### config.mk
export PLATFORM = sky130hd
export DESIGN_NAME = seg_scan_ctrl
export DESIGN_NICKNAME = d
export VERILOG_FILES = /design/src/rtl/seg_scan_ctrl_pkg.sv /design/src/rtl/seg_scan_ctrl_hex7seg.sv /design/src/rtl/seg_scan_ctrl.sv
export VERILOG_INCLUDE_DIRS = /design/src /design/src/rtl
export SDC_FILE = /design/constraint.sdc
export NUM_CORES = 1
export LEC_CHECK = 0
export ABC_AREA = 0
export BUFFER_PORTS_ARGS = -buffer_cell sky130_fd_sc_hd__buf_2
export CAP_MARGIN = 20
export CORE_ASPECT_RATIO = 2
export CORE_MARGIN = 8
export CORE_UTILIZATION = 55
export CTS_CLUSTER_DIAMETER = 200
export CTS_CLUSTER_SIZE = 25
export DETAILED_ROUTE_END_ITERATION = 8
export PLACE_DENSITY = 0.79
export SYNTH_ARGS = -nofsm -noshare
export SYNTH_HDL_FRONTEND = slang
export SYNTH_HIERARCHICAL = 1
export SYNTH_SLANG_ARGS = --single-unit
export TNS_END_PERCENT = 20
### constraint.sdc
create_clock -name clk -period 3.5 [get_ports clk]
set_input_delay 0.175 -clock clk [delete_from_list [all_inputs] [get_ports clk]]
set_output_delay 0.175 -clock clk [all_outputs]
set_load 0.02 [all_outputs]
### src/rtl/seg_defs.vh
// Shared 7-segment definitions: blank pattern, hex glyphs, segment bit positions.
// Latency: n/a (constants only).
// Backpressure: n/a.
// Glyphs are active-low, bit0=a .. bit6=g; bit7 of the full bus is the dp.
`ifndef SEG_DEFS_VH
`define SEG_DEFS_VH

localparam logic [7:0] SEG_OFF = 8'hFF;

localparam int SEG_BIT_A  = 0;
localparam int SEG_BIT_G  = 6;
localparam int SEG_BIT_DP = 7;

localparam logic [6:0] HEX7_0 = 7'h40;
localparam logic [6:0] HEX7_1 = 7'h79;
localparam logic [6:0] HEX7_2 = 7'h24;
localparam logic [6:0] HEX7_3 = 7'h30;
localparam logic [6:0] HEX7_4 = 7'h19;
localparam logic [6:0] HEX7_5 = 7'h12;
localparam logic [6:0] HEX7_6 = 7'h02;
localparam logic [6:0] HEX7_7 = 7'h78;
localparam logic [6:0] HEX7_8 = 7'h00;
localparam logic [6:0] HEX7_9 = 7'h10;
localparam logic [6:0] HEX7_A = 7'h08;
localparam logic [6:0] HEX7_B = 7'h03;
localparam logic [6:0] HEX7_C = 7'h46;
localparam logic [6:0] HEX7_D = 7'h21;
localparam logic [6:0] HEX7_E = 7'h06;
localparam logic [6:0] HEX7_F = 7'h0E;

`endif

### src/rtl/seg_scan_ctrl_pkg.sv
// Shared types and constants for the 7-segment scan controller.
// Latency: n/a (package).
// Backpressure: n/a.
package seg_scan_ctrl_pkg;

  `include "seg_defs.vh"

  typedef enum logic {
    ST_IDLE = 1'b0,
    ST_SCAN = 1'b1
  } state_t;

endpackage

### src/rtl/seg_scan_ctrl_hex7seg.sv
// Shared hex-to-7-segment decoder (active-low a..g).
// Latency: combinational.
// Backpressure: none.
// Ports: hex (4-bit value), seg (7-bit active-low pattern, bit0=a).
module hex7seg
  import seg_scan_ctrl_pkg::*;
(
  input  logic [3:0] hex,
  output logic [6:0] seg
);

  always_comb begin
    seg = HEX7_8;
    case (hex)
      4'h0: seg = HEX7_0;
      4'h1: seg = HEX7_1;
      4'h2: seg = HEX7_2;
      4'h3: seg = HEX7_3;
      4'h4: seg = HEX7_4;
      4'h5: seg = HEX7_5;
      4'h6: seg = HEX7_6;
      4'h7: seg = HEX7_7;
      4'h8: seg = HEX7_8;
      4'h9: seg = HEX7_9;
      4'hA: seg = HEX7_A;
      4'hB: seg = HEX7_B;
      4'hC: seg = HEX7_C;
      4'hD: seg = HEX7_D;
      4'hE: seg = HEX7_E;
      4'hF: seg = HEX7_F;
      default: seg = HEX7_8;
    endcase
  end

endmodule

### src/rtl/seg_scan_ctrl.sv
// Time-multiplexed scan controller for NUM_DIGITS common-anode 7-seg digits.
// Latency: seg_out/an_out registered, 1 cycle after scan_idx/register contents.
// Backpressure: none; writes accepted every cycle, out-of-range addresses dropped.
// Ports: clk, rst (sync, active-high), en (scan enable), wr_en/wr_addr/wr_data/
//   wr_dp/wr_blank (digit register write), seg_out (active-low, bit7=dp),
//   an_out (active-low one-cold select), scan_idx (digit currently addressed).
// Optional: define SEG_LZ_SUPPRESS_EN to blank leading zeros.
module seg_scan_ctrl
  import seg_scan_ctrl_pkg::*;
#(
  parameter  int NUM_DIGITS = 8,
  parameter  int DIV        = 50000,
  localparam int AW         = $clog2(NUM_DIGITS),
  localparam int CW         = $clog2(DIV)
) (
  input  logic                  clk,
  input  logic                  rst,
  input  logic                  en,
  input  logic                  wr_en,
  input  logic [AW-1:0]         wr_addr,
  input  logic [3:0]            wr_data,
  input  logic                  wr_dp,
  input  logic                  wr_blank,
  output logic [7:0]            seg_out,
  output logic [NUM_DIGITS-1:0] an_out,
  output logic [AW-1:0]         scan_idx
);

  // Digit register file
  logic [3:0]            data_q [NUM_DIGITS];
  logic [NUM_DIGITS-1:0] dp_q;
  logic [NUM_DIGITS-1:0] blank_q;

  // Widened compare so non-power-of-two digit counts reject the unused codes.
  logic wr_hit;
  assign wr_hit = wr_en && ({1'b0, wr_addr} < (AW+1)'(NUM_DIGITS));

  always_ff @(posedge clk) begin
    if (rst) begin
      for (int i = 0; i < NUM_DIGITS; i++) data_q[i] <= 4'h0;
      dp_q    <= '0;
      blank_q <= '1;
    end else if (wr_hit) begin
      data_q[wr_addr]  <= wr_data;
      dp_q[wr_addr]    <= wr_dp;
      blank_q[wr_addr] <= wr_blank;
    end
  end

  // FSM: state register / next state / output decode
  state_t state_q, state_d;

  always_ff @(posedge clk) begin
    if (rst) state_q <= ST_IDLE;
    else     state_q <= state_d;
  end

  always_comb begin
    state_d = state_q;
    case (state_q)
      ST_IDLE: if (en)  state_d = ST_SCAN;
      ST_SCAN: if (!en) state_d = ST_IDLE;
      default: state_d = ST_IDLE;
    endcase
  end

  // Prescaler and digit index. The count runs on every cycle whose next
  // state is SCAN, so the first slot after enabling lasts DIV cycles like
  // every other slot.
  logic [CW-1:0] cnt_q;
  logic [AW-1:0] idx_q;

  always_ff @(posedge clk) begin
    if (rst || state_d == ST_IDLE) begin
      cnt_q <= '0;
      idx_q <= '0;
    end else if (cnt_q == CW'(DIV - 1)) begin
      cnt_q <= '0;
      idx_q <= (idx_q == AW'(NUM_DIGITS - 1)) ? '0 : idx_q + AW'(1);
    end else begin
      cnt_q <= cnt_q + CW'(1);
    end
  end

  assign scan_idx = idx_q;

  // Single shared decoder, fed by the currently addressed digit.
  logic [6:0] hex_seg;

  hex7seg u_hex7seg (
    .hex (data_q[idx_q]),
    .seg (hex_seg)
  );

  logic digit_dark;

`ifdef SEG_LZ_SUPPRESS_EN
  // Walk down from the top digit: a zero without dp is suppressed only while
  // everything above it is already dark. Digit 0 is never suppressed.
  logic [NUM_DIGITS-1:0] supp;

  always_comb begin
    logic hi_dark;
    hi_dark = 1'b1;
    supp    = '0;
    for (int i = NUM_DIGITS - 1; i > 0; i--) begin
      supp[i] = hi_dark && (data_q[i] == 4'h0) && !dp_q[i];
      hi_dark = hi_dark && (blank_q[i] || supp[i]);
    end
  end

  assign digit_dark = blank_q[idx_q] | supp[idx_q];
`else
  assign digit_dark = blank_q[idx_q];
`endif

  logic [7:0]            seg_d;
  logic [NUM_DIGITS-1:0] an_d;

  // Outputs follow the next state so dropping en blanks on the same edge.
  always_comb begin
    seg_d = SEG_OFF;
    an_d  = '1;
    if (state_d == ST_SCAN) begin
      an_d = ~(NUM_DIGITS'(1) << idx_q);
      if (!digit_dark) begin
        seg_d[SEG_BIT_DP]          = ~dp_q[idx_q];
        seg_d[SEG_BIT_G:SEG_BIT_A] = hex_seg;
      end
    end
  end

  always_ff @(posedge clk) begin
    if (rst) begin
      seg_out <= SEG_OFF;
      an_out  <= '1;
    end else begin
      seg_out <= seg_d;
      an_out  <= an_d;
    end
  end

endmodule

==> metrics.yaml, run 1 <==
finalNonFillerCells: 467
period_minus_slack_ps: 2600
hold_depth: 2
whs_ps: 178
utilization_pct: 63.5
p_total_uw: 2110
setup_tns_ps: 0
regArea_um2: 2040
reg2regPathDepth: 7
grt_pass1_wl_um: 12600
endpoint_kind: "register"
synth_nets: 368
min_period_over_period_pct: 74.3
cts_tree: "done"
die_area_um2: 10100
first_pass_iters: 4
fmax_mhz: 384
root_buffer: "clkbuf_16"
final_nets: 399
clockBufferDepth: 2
synth-main-ff-cell: "dfxtp_1"
syn_area_um2: 3840
synth_area_leaders: "dfxtp_1, edfxtp_1, mux4_2"
rr_endpoint: "seg_out[0]"
synth_seq_area_share_pct: 53.2
dr.first_iter.drc_count: 198
netlist_instances: 341
coreArea_um2: 6830
gp_congestion: 0.848
yosys_register_bits: 86
cts_sinks: 86
drc: 0
area_growth_pct: 13.0
finalHoldViolCount: 0
drive_above_1_share_pct: 21.5
max_slew_margin_pct: 52.7
setup_viol: 0
hold_start: "wr_dp"
slowest_delay_ps: 650
cts_hold_buffers: 0
synth.largest_area_cell: "dfxtp_1"
final_max_slew_viol_count: 0
vdd_drop_max_v: 0.000380
hold_path.class: "in2reg"
portBuffers: 31
p_per_area_nw_per_um2: 486
path_clk_slew_ps: 60
rsz0062_at_grt: "false"
cp.arrival_ps: 2830
initial_core_util_pct: 56.2
crit_type: "reg2reg"
critPathMaxFanout: 8
dp_hpwl_um: 5640
synthMuxAreaShare_pct: 9.48
worst-path-buf-inv: 0
ant_nets: 0
tightest_slew_ps: 708
ctsResizeCount: 0
synth_warnings: 6
maxCapViolCount: 0
fillers: 530
drt-wirelength-per-cell_um: 16.5
via_count: 2616
synth_cell_types: 52
grt_pass1_vias: 2682
setup.worst_path.start_class: "register"
ys_async_sr_fraction_pct: 0
synth_compound_area_share_pct: 7.36
synth_fa_ha_area_share_pct: 4.56
grt_start_max_net_pins: 15
htree_num_levels: 3
synth_top_area_share_pct: 28.2
synth_enable_flop_cells: 32
wl_um: 7710
clock_latency_ps: 340
crit_path_top_delay_cell: "dfxtp_1"
cts_buffers: 9
io_pins: 32
antenna_found_initial: 0
whs_endpoint: "dp_q[7]"
required_ps: 3730
dieWidth_um: 75.1
gr-usage-all-layers_pct: 16.8
cts_setup_buffers: 0
row_count: 43
diodes: 0
syn_area_per_cell_um2: 11.3
die_height_um: 134
multiInputGateArea_um2: 1680
status: "finished, final reports clean"
clock_skew_ps: 5.29
synth_top_family_by_area: "simple AND/OR/NAND/NOR gates"
grt-ovfl-total: 0
ff2ff_setup_slack_ps: 900
worstPathCellList: "mux4_2, mux2_2, ha_1, or2b_1, o211ai_1, o21ai_1, or2_2"
synth_xor_area_share_pct: 2.97
yosys.area_share.simple_pct: 19.3
vias_per_cell: 5.60
cpLargestDelayFamily: "multiplexers"
p_leak_uw: 0.00164
dp_cells: 451
registers in the layout, indices dropped and copies added, names as in the netlist, named ones only:
name and count:
data_q 32, cnt_q 16, an_out 8, blank_q 8, dp_q 8, seg_out 8, scan_idx 3
placed cells by master (no fill, tap or decap), types with 5 or more instances in the layout:
cell type,instances
dfxtp_1,54
nor2_1,33
edfxtp_1,32
buf_2,31
nand2_1,21
and2_1,21
inv_1,16
a21oi_1,15
and3_1,14
ha_1,14
mux4_2,11
xnor2_1,11
or2_2,9
nand3_1,9
clkbuf_16,9
nor3_1,6
mux2i_1,6
mux2_2,5
power breakdown:
| group | switching [uW] | internal, uW | leakage, uW |
|---|---|---|---|
| sequential | 12.0 | 1070 | 0.000746 |
| clock | 367 | 547 | 0.000143 |
| combinational | 72.2 | 43.8 | 0.000747 |
| total | 451 | 1660 | 0.00164 |
per-stage QoR:
stage / area, um^2 / setup slack (ps)
after detailed placement: 4050 / 876
after global placement: 4050 / 992
after floorplan: 3840 / 1170
after CTS: 4340 / 869
after global routing: 4340 / 753
final: 4340 / 898
layer usage:
layer	global-route usage, %	vias up	routed length (um)
met4	9.67	0	229
met3	4.79	17	377
li1	-	1267	-
met2	26.9	66	4000
met5	0	-	0
met1	18.8	1266	3100
worst reg2reg max path: cells and delay by family, from the launching register on:
kind / cells / cell delay [ps]
fa+ha+maj: 1 / 220
simple gates: 2 / 530
compound gates: 2 / 180
flops: 1 / 650
mux: 2 / 910
area by class of cell:
cell class	count	share of cell area, %
Sequential cell	86	47.0
Multi-Input combinational cell	227	38.6
Timing Repair Buffer	31	3.57
Inverter	17	1.47
Clock inverter	7	1.50
Clock buffer	9	5.19
Tap cell	90	2.59
synthesized netlist by cell type (4+ instances only):
cell type	number
a21oi_1	15
a22o_1	4
a2bb2o_1	4
and2_1	21
and3_1	14
buf_2	4
clkbuf_1	5
dfxtp_1	54
edfxtp_1	32
ha_1	14
inv_1	16
mux2_2	5
mux2i_1	6
mux4_2	11
nand2_1	21
nand3_1	9
nor2_1	33
nor2b_1	4
nor3_1	6
or2_2	9
xnor2_1	11
worst max-delay path by stage:
stage	slack [ps]	endpoint	depth (start not counted)
detailed placement	880	seg_out[0]	7
global route	750	seg_out[0]	7
global placement	990	seg_out[0]	7
CTS	870	seg_out[0]	7
finish	900	seg_out[0]	7
floorplan	1170	seg_out[0]	8
cell families (layout without fill, tap and decap cells):
family / count (synthesis) / after routing
AO/OA/AOI/OAI: 41 / 41
adder cells (fa/ha/maj): 14 / 14
XOR/XNOR: 13 / 13
multiplexers: 22 / 22
AND/OR/NAND/NOR: 137 / 137
flip-flops: 86 / 86
buffers and inverters: 28 / 64
(Power assumes the default switching activity.)
==> run 2: changes to the inputs <==
CORE_UTILIZATION = 53   (was 55)
PLACE_DENSITY = 0.8   (was 0.79)
clock period = 2.35 ns   (was 3.5 ns; I/O delays follow)
==> metrics.yaml, run 2 (synthesized netlist as in run 1, its figures left out) <==
row_count: 44
gp_congestion: 0.860
mostFrequentLayoutCell: "dfxtp_1"
cts_setup_buffers: 0
whs_endpoint: "dp_q[2]"
clockBufferDepth: 2
diodes: 0
max_slew_margin_pct: 46.0
worst-path-buf-inv: 0
status: "finished, final reports clean"
endpoint_kind: "register"
rsz0062_at_grt: "false"
grt_pass1_vias: 2691
tightest_slew_ps: 807
vdd_drop_max_v: 0.000552
drt-wirelength-per-cell_um: 17.4
layout_common_cells: "dfxtp_1, nor2_1, edfxtp_1"
coreArea_um2: 7160
min_period_over_period_pct: 97.1
largest_register: "data_q"
crit_path_top_delay_cell: "mux4_2"
worstPathCellList: "mux4_2, mux2_4, ha_2, or2b_1, o211ai_1, o21ai_1, or2_2"
vias_per_cell: 5.68
critPathMaxFanout: 6
ant_nets: 0
htree_num_levels: 3
setup_viol: 0
largestRegisters: "data_q: 32 flops, cnt_q: 16 flops"
fillers: 563
hold_depth: 2
final_max_slew_viol_count: 0
dieWidth_um: 76.2
setup_tns_ps: 0
finalNonFillerCells: 474
grt_pass1_wl_um: 13400
use_met2_pct: 26.9
use_met1_pct: 19.2
fin_ws_ps: 68.3
largest_register_ffs: 32
antenna_found_initial: 0
grt_start_max_net_pins: 15
rr_endpoint: "seg_out[0]"
pre_cts_ws_ps: -45.0
dr.first_iter.drc_count: 247
period_minus_slack_ps: 2280
first_pass_iters: 4
clock_skew_ps: 8.55
dp_hpwl_um: 5830
fmax_mhz: 438
cts_hold_buffers: 0
portBuffers: 31
grtUsageMet3_pct: 4.77
p_leak_uw: 0.00167
ff2ff_setup_slack_ps: 70
cp.arrival_ps: 2500
hold_path.class: "in2reg"
cts_tree: "done"
die_height_um: 136
required_ps: 2570
cp.depth: 7
finalHoldViolCount: 0
die_area_um2: 10400
dp_cells: 458
gr-usage-all-layers_pct: 16.6
wl_um: 8230
area_growth_pct: 15.4
setup.worst_path.start_class: "register"
reg2regPathDepth: 7
hold_start: "wr_dp"
path_clk_slew_ps: 70
slowest_delay_ps: 490
cpLargestDelayFamily: "multiplexers"
clock_latency_ps: 340
drc: 0
maxCapViolCount: 0
cts_sinks: 86
final_nets: 404
p_per_area_nw_per_um2: 719
initial_core_util_pct: 53.7
crit_type: "reg2reg"
root_buffer: "clkbuf_16"
io_pins: 32
via_count: 2690
grt-ovfl-total: 0
grt.busiest_layer: "met2"
drive_above_1_share_pct: 24.3
cts_buffers: 9
run 2: area by class of cell:
class	instances	area [um^2]	share of cell area, %
Multi-Input combinational cell	227	1710	38.6
Clock inverter	3	15.0	0.339
Tap cell	92	115	2.60
Timing Repair Buffer	36	196	4.43
Inverter	17	66.3	1.50
Clock buffer	13	283	6.38
Sequential cell	86	2050	46.2
run 2: worst register-to-register path: cells and delay by family, from the launching register on:
family	cells	cell delay [ps]
adders and majority gates	1	200
and+or+nand+nor	2	550
DFF	1	380
AOI/OAI and AO/OA	2	210
muxes	2	810
run 2: worst max path at each step:
stage / from / end / slack (ps)
after global routing: register / seg_out[3] / 8
after detailed placement: register / seg_out[3] / -40
final: register / seg_out[0] / 70
after CTS: register / seg_out[3] / 4
after global placement: register / seg_out[3] / 50
after floorplan: register / seg_out[0] / 20
run 2: through the flow:
step | total power, uW | util, % | area (um^2) | hold WS [ps]
after floorplan | 1750 | - | 3840 | 243
after global placement | 1800 | 57.2 | 4090 | 440
after detailed placement | 1820 | 57.2 | 4090 | 448
after CTS | 3190 | 61.4 | 4390 | 92.6
after global routing | 3280 | 61.9 | 4430 | 128
final | 3180 | 61.9 | 4430 | 108
run 2: repair_timing:
action | in CTS | in global routing
gates cloned | 0 | 0
hold endpoints to repair | 0 | 0
gates resized for setup | 3 | 10
endpoints found under the setup margin | 6 | 5
run 2: per-layer routing:
metal / wire (um) / vias to the layer above
met4: 249 / 0
met2: 4090 / 83
met5: 0 / -
met3: 421 / 20
li1: - / 1275
met1: 3470 / 1312
run 2: where the power goes:
part | internal [uW] | switching, uW | total (uW)
registers | 1590 | 18.5 | 1610
logic | 74.2 | 117 | 191
clock network | 840 | 546 | 1390
total | 2500 | 681 | 3180
